--- src/rtl/somador_datapath.sv ---
// somador_datapath
//   Datapath for the summation control FSM. Holds the 32-word operand/result
//   memory, the operand register and the accumulator, and writes each 8-word
//   group sum back into memory at the group's last address.
//
// Ports
//   clk, reset          posedge clock; asynchronous active-low reset
//   address, rden, wren FSM port A: synchronous read into q_a, write of acc
//   load, transf        opnd <= q_a ; acc <= acc + opnd (sticky carry-out)
//   clear               active-low synchronous clear of acc, opnd, carry
//   host_we/addr/wdata  host port B write
//   host_rdata          registered mem[host_addr], every cycle
//   acc_out             current accumulator
//   grp_valid/idx/sum/carry  one-cycle record of each port-A write
//   host_err            one-cycle pulse when a host write loses a collision
module somador_datapath #(
  parameter int DATA_W = 8,
  parameter int DEPTH  = 32
) (
  input  logic              clk,
  input  logic              reset,
  input  logic [4:0]        address,
  input  logic              rden,
  input  logic              wren,
  input  logic              load,
  input  logic              clear,
  input  logic              transf,
  input  logic              host_we,
  input  logic [4:0]        host_addr,
  input  logic [DATA_W-1:0] host_wdata,
  output logic [DATA_W-1:0] host_rdata,
  output logic [DATA_W-1:0] acc_out,
  output logic              grp_valid,
  output logic [1:0]        grp_idx,
  output logic [DATA_W-1:0] grp_sum,
  output logic              grp_carry,
  output logic              host_err
);

  logic [DATA_W-1:0] mem [DEPTH];
  logic [DATA_W-1:0] q_a;
  logic [DATA_W-1:0] opnd;
  logic [DATA_W-1:0] acc;
  logic              carry;
  logic [DATA_W:0]   sum;
  logic              collision;

  assign sum       = {1'b0, acc} + {1'b0, opnd};
  assign collision = wren && host_we && (address == host_addr);
  assign acc_out   = acc;

  // Memory array is never reset. Port A wins a same-address collision; the
  // FSM port is ignored while reset is held so a run cannot corrupt memory.
  always_ff @(posedge clk) begin
    if (reset && wren)
      mem[address] <= acc;
    if (host_we && !(reset && collision))
      mem[host_addr] <= host_wdata;
  end

  // Synchronous reads see the pre-write contents on a same-address write.
  always_ff @(posedge clk or negedge reset) begin
    if (!reset) begin
      q_a        <= '0;
      host_rdata <= '0;
    end else begin
      if (rden)
        q_a <= mem[address];
      host_rdata <= mem[host_addr];
    end
  end

  always_ff @(posedge clk or negedge reset) begin
    if (!reset) begin
      acc   <= '0;
      opnd  <= '0;
      carry <= 1'b0;
    end else if (!clear) begin
      acc   <= '0;
      opnd  <= '0;
      carry <= 1'b0;
    end else begin
      if (load)
        opnd <= q_a;
      // Uses the pre-load opnd when load and transf coincide.
      if (transf) begin
        acc <= sum[DATA_W-1:0];
        if (sum[DATA_W])
          carry <= 1'b1;
      end
    end
  end

  always_ff @(posedge clk or negedge reset) begin
    if (!reset) begin
      grp_valid <= 1'b0;
      grp_idx   <= '0;
      grp_sum   <= '0;
      grp_carry <= 1'b0;
      host_err  <= 1'b0;
    end else begin
      grp_valid <= wren;
      host_err  <= collision;
      if (wren) begin
        grp_idx   <= address[4:3];
        grp_sum   <= acc;
        grp_carry <= carry;
      end
    end
  end

endmodule

--- config.mk ---
export PLATFORM = sky130hd
export DESIGN_NAME = somador_datapath
export DESIGN_NICKNAME = d
export VERILOG_FILES = /design/src/rtl/somador_datapath.sv
export SDC_FILE = /design/constraint.sdc
export NUM_CORES = 1
export LEC_CHECK = 0
export ABC_AREA = 1
export CAP_MARGIN = 30
export CORE_MARGIN = 4
export CORE_UTILIZATION = 50
export CTS_BUF_LIST = sky130_fd_sc_hd__clkbuf_16
export DETAILED_ROUTE_END_ITERATION = 16
export GPL_TIMING_DRIVEN = 0
export PLACE_DENSITY = 0.73
export SLEW_MARGIN = 10
export SYNTH_ARGS = -nofsm -noshare
export SYNTH_HDL_FRONTEND = slang
export SYNTH_SLANG_ARGS = --single-unit
--- constraint.sdc ---
create_clock -name clk -period 4.6 [get_ports clk]
set_clock_uncertainty 0.15 [all_clocks]
set_input_delay 0.46 -clock clk [delete_from_list [all_inputs] [get_ports clk]]
set_output_delay 0.46 -clock clk [all_outputs]
set_load 0.01 [all_outputs]
Word-level counts from Yosys, hierarchy flattened
Memories as Yosys holds them, arrays and structs flattened. A register that Yosys moved wholly into a read port is not among the register bits.
Cells that the tools add are included.
- logic and storage cells: 34
- bits in writable memories: 256
- output and inout port bits: 29
- memories: 1
- register bits after elaboration: 30
- bits of input ports: 26
- memory list (name ; words ; bits a word ; read ports ; clocked after memory_dff ; wr ports ; line ; source):
    mem ; 32 ; 8 ; 2 ; 2 ; 2 ; 40 ; logic [DATA_W-1:0] mem [DEPTH];
- reductions and logical operators: 9
- equality and inequality tests: 4
- add/sub/neg operators: 1
- mux-type cells: 11
- operators by type and width (cell ; number):
    2-to-1 mux 8 bit ; 4
    adder 8 x 8 -> 9 bit ; 1
    2-to-1 mux 1 bit ; 7
    equality test 5 bit ; 1
    logical AND 1 bit ; 5
    inequality test 2 x 1 -> 1 bit (second input constant) ; 2
    logical NOT 1 bit ; 3
    inequality test 2 bit (second input constant) ; 1
    AND reduction 2 bit ; 1

Longest topological paths before layout
Gate-level depths: netlist of the first run.
- depth after elaboration: 7
- depth in mapped cells: 13

Worst setup path before layout of the first run
OpenSTA, ideal clock, no wires.
- kind: input to register
- start point: input address[2]
- end point: memory mem[12][0], enable pin
- setup time: 384 ps
- path slack: 2011 ps
- arrival: 2055 ps
- path buffers: 1
- cell stages on the path: 5
- path through: buf_2 > inv_2 > nor3_1 > inv_1 > o21ai_0
- RTL lines (what ; line ; source):
    from (decl) ; 22 ; input logic [4:0] address,
    to (decl) ; 40 ;

==> results.cfg, run 1 <==
[status]
status = completed

[logic_synthesis]
synthTopCellsByArea = edfxtp_1, nand2_1, nand4_1, dfrtp_1, a22oi_1
synthSimpleGateAreaFrac_pct = 41.1
yosys.area.top_type = edfxtp_1
synth.cell_area_sq_um = 19700
netlist_top_cells_count = nand2_1, nand4_1, edfxtp_1
synth.mux.area_fraction_pct = 0.514
ys_warn_count = 0
ys_async_sr_fraction_pct = 15.2
synth-edff-count = 256
ys_ff_latch = 302
syn_inst = 2580
yosysSeqAreaShare_pct = 44.8
synthAdderAreaFrac_pct = 0.609
synth_area_per_cell_sq_um = 7.64
synth_top_area_share_pct = 39.0
synth_compound_area_share_pct = 6.33
synth_flop_cell = edfxtp_1
synth_nets = 2615
yosysMostFrequentCell = nand2_1
synth.distinct_cells = 39
synth_top_family_by_area = simple AND/OR/NAND/NOR gates
synth-xor-area-share_pct = 0.222

[cts]
clockBufferDepth = 3
clk_pin_slew_ns = 0.06
cts-resized-gates = 0
cts_root_buf = clkbuf_16
cts_buffers = 36
insertion_delay_ns = 0.57
cts_tree = yes
post_cts_buffers = 0
cts.sinks = 302
htree_levels = 2

[timing]
hold_viol_final = 0
final-setup-viol-count = 0
slew_viol_final = 0
tightest_slew_ns = 1.11
fmax_mhz = 239
slew_headroom_pct = 26.3
rsz0062_at_grt = false
period_needed_ns = 4.18
finalCritPeriodShare_pct = 90.9

[die]
num_rows = 72
num_io_pins = 55
start_util_pct = 50.8
dieHeight_um = 207
die-area_sq_um = 42700
die_x_um = 207
core_sq_um = 38800

[final_layout]
design_area_sq_um = 22200
nNetsFinal = 2730
synthToLayoutAreaGrowth_pct = 12.4
fin_util_pct = 57.1
n_antenna_cell = 0
drive_gt1_share_pct = 9.70

[grt]
grt_pass1_vias = 19100
antenna_found_initial = 1
grt_pass1_wl_mm = 129
gr-total-overflow = 0
grt_max_degree = 38
grt_use_total_pct = 42.5

[power_and_ir_drop]
power_switching_mw = 2.15
ir_worst_vdd_mv = 0.330
leakagePower_nw = 9.92
p_comb_share_pct = 16.9
intPower_mw = 5.04
p_clk_share_pct = 40.0
pwr-share-seq_pct = 43.2
pwr_density_cell_nw_per_um2 = 324
swShare_pct = 29.9

[run]
cap_violations = 0

[placed_design]
dpl.hpwl_mm = 66.1
io_buffers = 46
place_area_sq_um = 21000
finalWeightedCongestion = 1.09

[drt]
antenna_left = 0
initialDrtViolationCount = 3619
drt_wl_total_mm = 92.4
drc = 0
num_vias = 20900
vias_per_cell = 6.44
drt_first_pass_iters = 7
wl_per_cell_um = 28.5

[setup_path]
critPathRequiredTime_ns = 4.70
path_cells = clkdlybuf4s50_1 -> inv_2 -> buf_2 -> clkbuf_1 -> nand3_1 -> o21ai_0 -> buf_2
start_kind = primary input
crit_type = in2reg
crit_family = buffers and inverters
cp_max_fo = 10
reg2reg_slack_ns = 2.28
arrival_ns = 4.28
cp_slowest_cell = nand3_1
critPathMaxStageDelay_ns = 0.99
critPathMostFrequentCell = buf_2
end_kind = flip-flop
cp_num_buf_inv = 5

[min_path]
hold_class = in2async
-- timing repair --
item / in CTS / in global routing
hold endpoints to repair: 10 / 0
hold buffers: 1 / 0
endpoints found under the setup margin: 0 / 0
-- worst register-to-register path: cells and delay by family, from the launching register on --
family,cells,cell delay [ns]
flip-flops,1,0.37
buffers and inverters,2,1.45
AND/OR/NAND/NOR,2,0.24
-- per-stage QoR --
step / power [mW] / hold slack [ns] / setup TNS, ns / cells / worst slack, ns
after CTS: 7.11 / 0.221 / 0 / 3235 / 0.613
after floorplan: 3.80 / 0.0144 / 0 / 2580 / 2.01
after global placement: 4.28 / 0.337 / -183.48 / 3144 / -0.968
final: 7.18 / 0.232 / 0 / 3239 / 0.416
after global routing: 7.34 / 0.234 / 0 / 3239 / 0.533
after detailed placement: 4.30 / 0.265 / 0 / 3170 / 0.0665
-- cell families after synthesis --
kind of cell             after synthesis
flip-flops                           302
AND/OR/NAND/NOR                     1768
adder cells (fa/ha/maj)                9
multiplexers                           9
buffers and inverters                290
XOR/XNOR                               5
AO/OA/AOI/OAI                        197
-- cell type report --
| cell class | count | area (sq um) |
|---|---|---|
| Clock buffer | 38 | 951 |
| Tap cell | 518 | 648 |
| Inverter | 88 | 345 |
| Buffer | 202 | 911 |
| Fill cell | 3621 | 16700 |
| Sequential cell | 302 | 8840 |
| Timing Repair Buffer | 77 | 653 |
| Clock inverter | 26 | 200 |
| Multi-Input combinational cell | 1988 | 9620 |
-- state kept, by name, indices dropped and copies added (netlist names) --
signal      flops
grp_carry       1
grp_valid       1
grp_idx         2
acc_out         8
grp_sum         8
carry           1
opnd            8
q_a             8
mem           256
host_err        1
host_rdata      8
-- placed cells by master (no fill, tap or decap), types with 8 or more instances in the layout --
cell type and count:
nor2_1 43, nand2_1 1317, edfxtp_1 256, buf_4 13, nand3_4 20, dfrtp_1 46
inv_2 11, nand3_2 12, o22ai_1 8, o21ai_0 63, a21oi_1 8, nand3_1 46
nand4_1 276, buf_1 35, mux2_2 9, a22oi_1 96, nor2_4 29, ha_1 8
clkdlybuf4s50_1 45, o21ai_1 18, clkbuf_1 91, clkbuf_16 38, buf_2 85, inv_1 78
-- power by group through the flow --
stage	Sequential, mW	Combinational, mW	Clock, mW
finish	3.10	1.21	2.87
floorplan	3.16	0.640	0
global placement	3.15	1.13	0
detailed placement	3.15	1.15	0
global route	3.10	1.26	2.97
CTS	3.10	1.15	2.86
-- path summary, 6_finish.rpt --
| path | startpoint | to | depth (start not counted) |
|---|---|---|---|
| worst max register to register | acc_out[4] | mem[19][4] | 4 |
| worst min register to register | grp_sum[0] | grp_sum[0] | 1 |
| max in group asynchronous | reset | grp_idx[0] | 3 |
| worst max-delay path | address[0] | mem[2][1] | 7 |
| min in group clk | wren | grp_valid | 1 |
| worst min-delay path | reset | host_rdata[4] | 2 |
-- routing by layer --
layer / global-route usage, % / routed length [um]
met1: 54.4 / 32400
met2: 64.8 / 39900
met3: 10.2 / 12500
met4: 27.5 / 7580
met5: 0 / 36
Note: power is estimated with default switching activity, not from simulation.
==> run 2: changes to the inputs <==
--- a/config.mk
+++ b/config.mk
@@ -8,11 +8,12 @@
 export ABC_AREA = 1
 export CAP_MARGIN = 30
 export CORE_MARGIN = 4
-export CORE_UTILIZATION = 50
+export CORE_UTILIZATION = 40
 export CTS_BUF_LIST = sky130_fd_sc_hd__clkbuf_16
 export DETAILED_ROUTE_END_ITERATION = 16
 export GPL_TIMING_DRIVEN = 0
-export PLACE_DENSITY = 0.73
+export HOLD_SLACK_MARGIN = 0.12
+export PLACE_DENSITY = 0.62
 export SLEW_MARGIN = 10
 export SYNTH_ARGS = -nofsm -noshare
 export SYNTH_HDL_FRONTEND = slang
==> results.cfg, run 2 (synthesis results as in run 1) <==
[status]
status = completed

[setup_path]
end_kind = flip-flop
cp_num_buf_inv = 3
crit_family = buffers and inverters
critPathMaxStageDelay_ns = 1.11
r2r_cells = 4
cp_max_fo = 10
r2r_start = acc_out[1]
timing.rr.end = mem[14][1]
critPathRequiredTime_ns = 4.64
path_cells = clkdlybuf4s50_1 -> buf_2 -> buf_1 -> nand3_1 -> o21ai_1
crit_type = in2reg
reg2reg_slack_ns = 2.16
start_kind = primary input
arrival_ns = 4.15
cp_slowest_cell = o21ai_1

[timing]
setup_ws_ns = 0.491
slew_headroom_pct = 26.1
fmax_mhz = 243
final-setup-viol-count = 0
fin_setup_tns_ns = 0
finalCritPeriodShare_pct = 89.3
rsz0062_at_grt = false
period_needed_ns = 4.11
hold_viol_final = 0
slew_viol_final = 0
holdWs_ns = 0.198
tightest_slew_ns = 1.11

[power_and_ir_drop]
power_switching_mw = 2.21
pwr-share-seq_pct = 42.7
p_clk_share_pct = 40.8
intPower_mw = 5.06
pwr_density_cell_nw_per_um2 = 325
power_mw = 7.27
leakagePower_nw = 9.92
p_comb_share_pct = 16.5
swShare_pct = 30.4
ir_worst_vdd_mv = 0.220

[final_layout]
fin_util_pct = 45.8
design_area_sq_um = 22400
final_cell_mix = nand2_1, nand4_1, edfxtp_1, a22oi_1, clkbuf_1
largest_reg_flops = 256
layout_commonest_cell = nand2_1
drive_gt1_share_pct = 9.63
nNetsFinal = 2728
n_antenna_cell = 0
synthToLayoutAreaGrowth_pct = 13.4
regMostFlops = mem
final_cells = 3386

[placed_design]
finalWeightedCongestion = 1.05
io_buffers = 46
place_area_sq_um = 21100
dp_slack_ns = 0.0568
dpl.hpwl_mm = 67.8
placedCellCount = 3312

[drt]
vias_per_cell = 6.06
drt_wl_total_mm = 94.2
wl_per_cell_um = 27.8
drc = 0
num_vias = 20500
drt_first_pass_iters = 7
initialDrtViolationCount = 3254
antenna_left = 0

[grt]
gr-total-overflow = 0
antenna_found_initial = 3
grt_use_total_pct = 34.6
grt_max_degree = 49
grt_pass1_wl_mm = 133
grt_pass1_vias = 18900

[cts]
clockBufferDepth = 3
clk_pin_slew_ns = 0.05
cts_root_buf = clkbuf_16
cts_buffers = 38
cts.sinks = 302
htree_levels = 2
cts_tree = yes
insertion_delay_ns = 0.58

[run]
cap_violations = 0

[die]
die-area_sq_um = 52900
num_rows = 81
dieHeight_um = 230
die_x_um = 230
start_util_pct = 40.4
core_sq_um = 48800
num_io_pins = 55

[min_path]
hold_depth = 1
hold_class = in2reg
min_to = grp_valid
min_from = wren
==> run 2: cell count changes in the layout (fill, tap and decap cells not counted), sizes merged <==
cell	change
buf	-5
bufinv	-1
clkbuf	+3
clkinv	+2
clkinvlp	-1
inv	+3
==> run 2: cell type report <==
type | count | area [sq um]
buffer | 202 | 911
inverter | 88 | 345
sequential | 302 | 8840
clock inverter | 29 | 201
fill | 4929 | 26500
timing repair buffer | 73 | 606
multi-input combinational | 1988 | 9620
clock buffer | 40 | 1000
tap | 664 | 831
==> run 2: per-layer routing <==
metal	vias up	track usage [%]	share of wire [%]
li1	9006	-	-
met1	9638	45.9	38
met2	1532	51.7	42
met3	354	8.04	12
met4	2	20.9	7.3
met5	-	0	0.013
==> run 2: worst max path at each step <==
| stage | startpoint | to | slack [ns] | depth (start not counted) |
|---|---|---|---|---|
| after detailed placement | address[0] | mem[26][0] | 0.06 | 7 |
| after floorplan | address[2] | mem[12][0] | 2.01 | 5 |
| after global placement | reset | mem[30][2] | -1.29 | 5 |
| final | address[0] | mem[29][4] | 0.49 | 5 |
| after global routing | address[0] | mem[26][2] | 0.58 | 7 |
| after CTS | address[0] | mem[26][2] | 0.65 | 7 |
==> run 2: repair_timing <==
item / CTS / global route
hold endpoints to repair: 46 / 0
hold buffers: 1 / 0
setup buffers: 0 / 0
resized for setup: 0 / 0
==> run 2: power by group through the flow <==
stage | Clock [mW] | Combinational, mW | Sequential (mW)
after floorplan | 0 | 0.640 | 3.16
after global routing | 3.08 | 1.27 | 3.11
final | 2.97 | 1.20 | 3.10
after detailed placement | 0 | 1.15 | 3.16
after global placement | 0 | 1.13 | 3.16
after CTS | 2.97 | 1.16 | 3.10
